<file path="config.mk">
export PLATFORM = sky130hd
export DESIGN_NAME = oled_pixel_streamer
export DESIGN_NICKNAME = d
export VERILOG_FILES = /design/src/rtl/oled_pixel_streamer.sv
export SDC_FILE = /design/constraint.sdc
export NUM_CORES = 1
export LEC_CHECK = 0
export CAP_MARGIN = 5
export CORE_MARGIN = 5
export CORE_UTILIZATION = 57
export DETAILED_ROUTE_END_ITERATION = 10
export GPL_TIMING_DRIVEN = 0
export PLACE_DENSITY = 0.95
export SLEW_MARGIN = 20
export SYNTH_ARGS = -nofsm -noshare
export SYNTH_HDL_FRONTEND = slang
export SYNTH_SLANG_ARGS = --single-unit
</file>
<file path="constraint.sdc">
create_clock -name clk -period 4.46 [get_ports clk]
set_input_delay 1.338 -clock clk [delete_from_list [all_inputs] [get_ports clk]]
set_output_delay 1.338 -clock clk [all_outputs]
set_load 0.05 [all_outputs]
</file>
<file path="src/rtl/oled_pixel_streamer.sv">
// oled_pixel_streamer
//
// Streams RGB565 pixel data to a 96x64 SSD1331 OLED over a write-only SPI
// link (mode 0, MSB first). The block scans pixel coordinates, presents them
// to the renderer on pixel_x/pixel_y, captures the renderer's combinational
// colour word for one clock (LOAD), then shifts the 16 bits out (SHIFT).
// After the last pixel of a frame, chip select is released for FRAME_GAP
// clocks (GAP) before the next frame starts. Controller initialisation and
// command writes live elsewhere; this block only streams pixel data.
//
// Build option:
//   OLED_TEST_PATTERN_EN - ignore pixel_data and send a coordinate-derived
//                          ramp {x[6:2], y[5:0], x[6:2]} for panel bring-up.
//
// Ports:
//   clk         in   system clock, all state changes on the rising edge
//   rst_n       in   asynchronous active-low reset
//   enable      in   level, 1 = stream frames continuously
//   pixel_x     out  [6:0] column being fetched / sent
//   pixel_y     out  [5:0] row being fetched / sent
//   pixel_data  in   [15:0] RGB565 word from the renderer
//   sclk        out  SPI clock, idles low
//   mosi        out  SPI data, MSB first
//   cs_n        out  chip select, active low
//   dc          out  data/command select, always data
//   frame_begin out  one-clock pulse during the LOAD of pixel (0,0)
//   busy        out  high whenever the streamer is not idle

module oled_pixel_streamer #(
    parameter int WIDTH     = 96,
    parameter int HEIGHT    = 64,
    parameter int CLK_DIV   = 2,
    parameter int FRAME_GAP = 16
) (
    input  logic        clk,
    input  logic        rst_n,
    input  logic        enable,
    output logic [6:0]  pixel_x,
    output logic [5:0]  pixel_y,
    input  logic [15:0] pixel_data,
    output logic        sclk,
    output logic        mosi,
    output logic        cs_n,
    output logic        dc,
    output logic        frame_begin,
    output logic        busy
);

    localparam int DIV_W = (CLK_DIV > 1) ? $clog2(CLK_DIV) : 1;
    localparam int GAP_W = (FRAME_GAP > 1) ? $clog2(FRAME_GAP) : 1;

    localparam logic [DIV_W-1:0] DIV_LAST = DIV_W'(CLK_DIV - 1);
    localparam logic [GAP_W-1:0] GAP_LAST = GAP_W'(FRAME_GAP - 1);
    localparam logic [6:0]       X_LAST   = 7'(WIDTH - 1);
    localparam logic [5:0]       Y_LAST   = 6'(HEIGHT - 1);

    localparam logic [1:0] S_IDLE  = 2'd0;
    localparam logic [1:0] S_LOAD  = 2'd1;
    localparam logic [1:0] S_SHIFT = 2'd2;
    localparam logic [1:0] S_GAP   = 2'd3;

    logic [1:0]       state;
    logic [15:0]      shreg;
    logic [3:0]       bit_cnt;
    logic [DIV_W-1:0] div_cnt;
    logic [GAP_W-1:0] gap_cnt;
    logic [15:0]      load_word;
    logic             x_last;
    logic             y_last;

`ifdef OLED_TEST_PATTERN_EN
    logic unused_pixel_data;

    always_comb begin
        load_word         = {pixel_x[6:2], pixel_y, pixel_x[6:2]};
        unused_pixel_data = ^pixel_data;
    end
`else
    always_comb begin
        load_word = pixel_data;
    end
`endif

    always_comb begin
        x_last      = (pixel_x == X_LAST);
        y_last      = (pixel_y == Y_LAST);
        // cs_n stays low across back-to-back pixels of a frame
        cs_n        = !((state == S_LOAD) || (state == S_SHIFT));
        busy        = (state != S_IDLE);
        frame_begin = (state == S_LOAD) && (pixel_x == '0) && (pixel_y == '0);
        dc          = 1'b1;
        // The serial line is the top of the shift register; it only moves
        // when the word is loaded or shifted on an sclk falling edge.
        mosi        = shreg[15];
    end

    always_ff @(posedge clk or negedge rst_n) begin
        if (!rst_n) begin
            state   <= S_IDLE;
            pixel_x <= '0;
            pixel_y <= '0;
            shreg   <= '0;
            bit_cnt <= '0;
            div_cnt <= '0;
            gap_cnt <= '0;
            sclk    <= 1'b0;
        end else begin
            case (state)
                S_IDLE: begin
                    // Every restart begins a fresh frame at (0,0)
                    pixel_x <= '0;
                    pixel_y <= '0;
                    if (enable) begin
                        state <= S_LOAD;
                    end
                end

                S_LOAD: begin
                    shreg   <= load_word;
                    bit_cnt <= 4'd15;
                    div_cnt <= '0;
                    sclk    <= 1'b0;
                    state   <= S_SHIFT;
                end

                S_SHIFT: begin
                    if (div_cnt == DIV_LAST) begin
                        div_cnt <= '0;
                        if (!sclk) begin
                            sclk <= 1'b1;
                        end else begin
                            // Falling edge: present the next bit
                            sclk  <= 1'b0;
                            shreg <= {shreg[14:0], 1'b0};
                            if (bit_cnt == 4'd0) begin
                                if (x_last) begin
                                    pixel_x <= '0;
                                    if (y_last) begin
                                        pixel_y <= '0;
                                        gap_cnt <= '0;
                                        state   <= S_GAP;
                                    end else begin
                                        pixel_y <= pixel_y + 6'd1;
                                        state   <= enable ? S_LOAD : S_IDLE;
                                    end
                                end else begin
                                    pixel_x <= pixel_x + 7'd1;
                                    state   <= enable ? S_LOAD : S_IDLE;
                                end
                            end else begin
                                bit_cnt <= bit_cnt - 4'd1;
                            end
                        end
                    end else begin
                        div_cnt <= div_cnt + 1'b1;
                    end
                end

                S_GAP: begin
                    if (gap_cnt == GAP_LAST) begin
                        gap_cnt <= '0;
                        state   <= enable ? S_LOAD : S_IDLE;
                    end else begin
                        gap_cnt <= gap_cnt + 1'b1;
                    end
                end

                default: begin
                    state <= S_IDLE;
                end
            endcase
        end
    end

endmodule
</file>
==> results.md <==
* Diode count at 0
* Worst path arrival time at roughly 2.4 ns
* Most frequent cells in the layout: dfrtp_1, clkdlybuf4s50_1, nand2_1, o21ai_0, mux2i_1
* Adder-cell share of the synthesized area at 0.05927
* Critical path's slowest cell: clkdlybuf4s50_1
* Endpoints failing setup at 0
* GRT Total Usage at 0.2041
* RePlAce Congestion at roughly 0.79
* Compound-gate portion of the synthesized area at 0.1471
* Critical path class: register to output port
* Number of synthesized flops with an enable pin at 0
* Filler cells at 307
* Synth Net Count at about 270
* CTS root buffer: clkbuf_8
* Layout cell share with drive strength beyond 1 at 0.08651
* Combined area of all synthesized cells at 2322 um^2
* Avg Cell Area, Syn at ~9.5 um^2
* Max Cap Violations at 0
* Max-slew violations at 0
* CTS Buf Count at 5
* TritonCTS clock tree: yes
* Max Root-Sink Buffers at 2
* Pin count of the biggest net entering global routing at 29
* Post-DP HPWL at just under 4000 um
* Slew Limit Headroom at 0.5326
* Synth Warn # at 0
* HP Class: register to register
* Post-synthesis sequential area ratio at 0.4418
* Area grow syn2layout at 23.22%
* Pleak at 1.229 nW
* Hold_buf cts at 0
* Ports at 38
* Area share of and/or/nand/nor cells after synthesis at 0.2144
* Drt via density at between 5 and 6
* Peak Freq at 0.2661 GHz
* Number of global-route vias before repair at 1950
* Die X at between 70 and 80 um
* Initial DRC Count at between 100 and 150
* Startpoint Class: register
* Final core area utilization at 0.7205
* Routed Antenna Nets at 0
* Die span in y at about 74 um
* Critical-path cell list: inv_1 > ha_1 > nor4b_1 > nand4_1 > nor2_1 > clkdlybuf4s50_1
* Worst vdd ir at approximately 0.40 mV
* Initial antenna violation count at 0
* Row cnt at 23
* Slew @ Worst Pin at 0.6946 ns
* Quantity of gates resized following cts at 0
* Core area at between 3000 and 4000 um^2
* Hold slack at 0.4913 ns
* TritonRoute pass-1 iters at 4
* Final Skew at about 0.012 ns
* Setup tns final at 0 ns
* Wirelength, routed at approximately 5200 um
* Largest family of logic cells by synthesized area: simple AND/OR/NAND/NOR gates
* # DRC at 0
* Port bufs at 36
* Die area at ~5500 um^2
* Flip-flop and latch count after synthesis at 41
* Crit-path max FO at 4
* Clock sink count at just over 40
* Synth cell types at 50
* Largest stage delay on the critical path at 0.80 ns
* Minimum clock period at 3.758 ns
* H-tree depth at 2
* Final hold vios at 0
* Status: finished, final reports clean
* XOR/XNOR Fraction of Synth Area at 0.003772
* Worst EP required at between 3 and 4 ns
* Largest delay share family, worst path: buffers and inverters
* Drt wl/cell at about 15 um
* Initial Util at 0.5848
* Syn Inst Count at about 240
* Post-synthesis mux area share at 0.08244
* Tot Pwr at approximately 1.6 mW
* Main synth FF type: dfrtp_1
* Commonest non-fill, non-tap cell in the layout: dfrtp_1
* Final non-filler cell total at 339
* Asr flop ratio synth at 1.000
* Remaining Overflow, GRT at 0
* Via count at 2021
* Clk Latency, worst-skew pair at 0.30 ns
* Final Net Count at around 320
* Clock Pin Slew Worst Setup and Hold Paths at roughly 0.080 ns
* Worst setup EP type: output port
* # Post-CTS Setup Buffers at 0
* Worst path buffer plus inverter count at 2
* Post-Place Cells at 331
* RSZ-0062 raised after global routing: no
* Cell Pwr Density at roughly 560 nW/um^2
* First-pass GRT wire length at 8659 um
* Fin crit share at 0.8426
-- registers in the layout (all words and copies together), names as in the netlist --
signal / flops
shreg: 16
pixel_x: 7
pixel_y: 6
bit_cnt: 4
gap_cnt: 4
state: 2
div_cnt: 1
sclk: 1
-- worst paths after layout --
kind                                            from                endpoint  slack (ns)  cells past startpoint
worst min-delay path            shreg[2]$_DFFE_PN0P_    shreg[2]$_DFFE_PN0P_        0.49                      2
max in group asynchronous                      rst_n  gap_cnt[0]$_DFFE_PN0P_        3.04                      2
worst max register to register  state[0]$_DFFE_PN0P_  pixel_x[6]$_DFFE_PN0P_        2.19                      7
worst max-delay path            state[1]$_DFFE_PN0P_             frame_begin        0.70                      6
worst min register to register  shreg[2]$_DFFE_PN0P_    shreg[2]$_DFFE_PN0P_        0.49                      2
min in group asynchronous                      rst_n  pixel_y[1]$_DFFE_PN0P_        0.94                      1
-- power by group --
group / switching, mW / leakage [nW] / total [mW] / internal [mW]
registers: 0.0817 / 0.521 / 0.560 / 0.478
clock network: 0.130 / 0.0542 / 0.270 / 0.140
logic: 0.486 / 0.654 / 0.769 / 0.283
total: 0.697 / 1.23 / 1.60 / 0.901
-- stage by stage --
step | setup WS (ns) | instance area (um^2)
2_1_floorplan | 1.142 | 2322
3_3_place_gp | 1.045 | 2745
3_5_place_dp | 1.015 | 2760
4_1_cts | 0.6736 | 2861
5_1_grt | 0.5274 | 2861
6_report | 0.7021 | 2861
-- area by class of cell --
| type | count | area [um^2] | share of cell area |
|---|---|---|---|
| Buffer | 10 | 55.05 | 0.01924 |
| Inverter | 16 | 60.06 | 0.02099 |
| Clock inverter | 1 | 5.005 | 0.001749 |
| Sequential cell | 41 | 1026 | 0.3585 |
| Tap cell | 50 | 62.56 | 0.02186 |
| Multi-Input combinational cell | 177 | 1181 | 0.4128 |
| Timing Repair Buffer | 37 | 375.4 | 0.1312 |
| Clock buffer | 7 | 96.34 | 0.03367 |
-- layer usage --
layer / track usage / part of all wire
met1: 0.2469 / 0.43
met5: 0 / 0
met3: 0.04514 / 0.063
met2: 0.3514 / 0.49
met4: 0.07847 / 0.015
-- worst register-to-register path: stages, from the launching register on --
cell,delay (ns)
dfrtp_1,0.42
inv_1,0.15
ha_1,0.20
clkbuf_8,0.17
clkbuf_1,0.51
clkbuf_1,0.47
nand3_1,0.17
nand3_1,0.12
-- synthesized netlist by cell type (3+ instances only) --
master | instances | area [um^2]
a21oi_1 | 6 | 30.03
dfrtp_1 | 41 | 1026
clkbuf_1 | 7 | 26.28
and3_1 | 3 | 18.77
a32o_1 | 3 | 30.03
mux2i_1 | 18 | 180.2
a31oi_1 | 3 | 18.77
inv_1 | 16 | 60.06
o21ai_0 | 29 | 145.1
nand3_1 | 14 | 70.07
nand2_1 | 29 | 108.9
ha_1 | 11 | 137.6
a22o_1 | 3 | 26.28
nand4_1 | 7 | 43.79
nor2_1 | 9 | 33.78
or4_1 | 3 | 22.52
-- cells by family after synthesis --
group                    Yosys count
AND/OR/NAND/NOR                   90
AO/OA/AOI/OAI                     55
flip-flops                        41
buffers and inverters             26
multiplexers                      19
adder cells (fa/ha/maj)           11
other                              1
XOR/XNOR                           1
(Power assumes the default switching activity.)
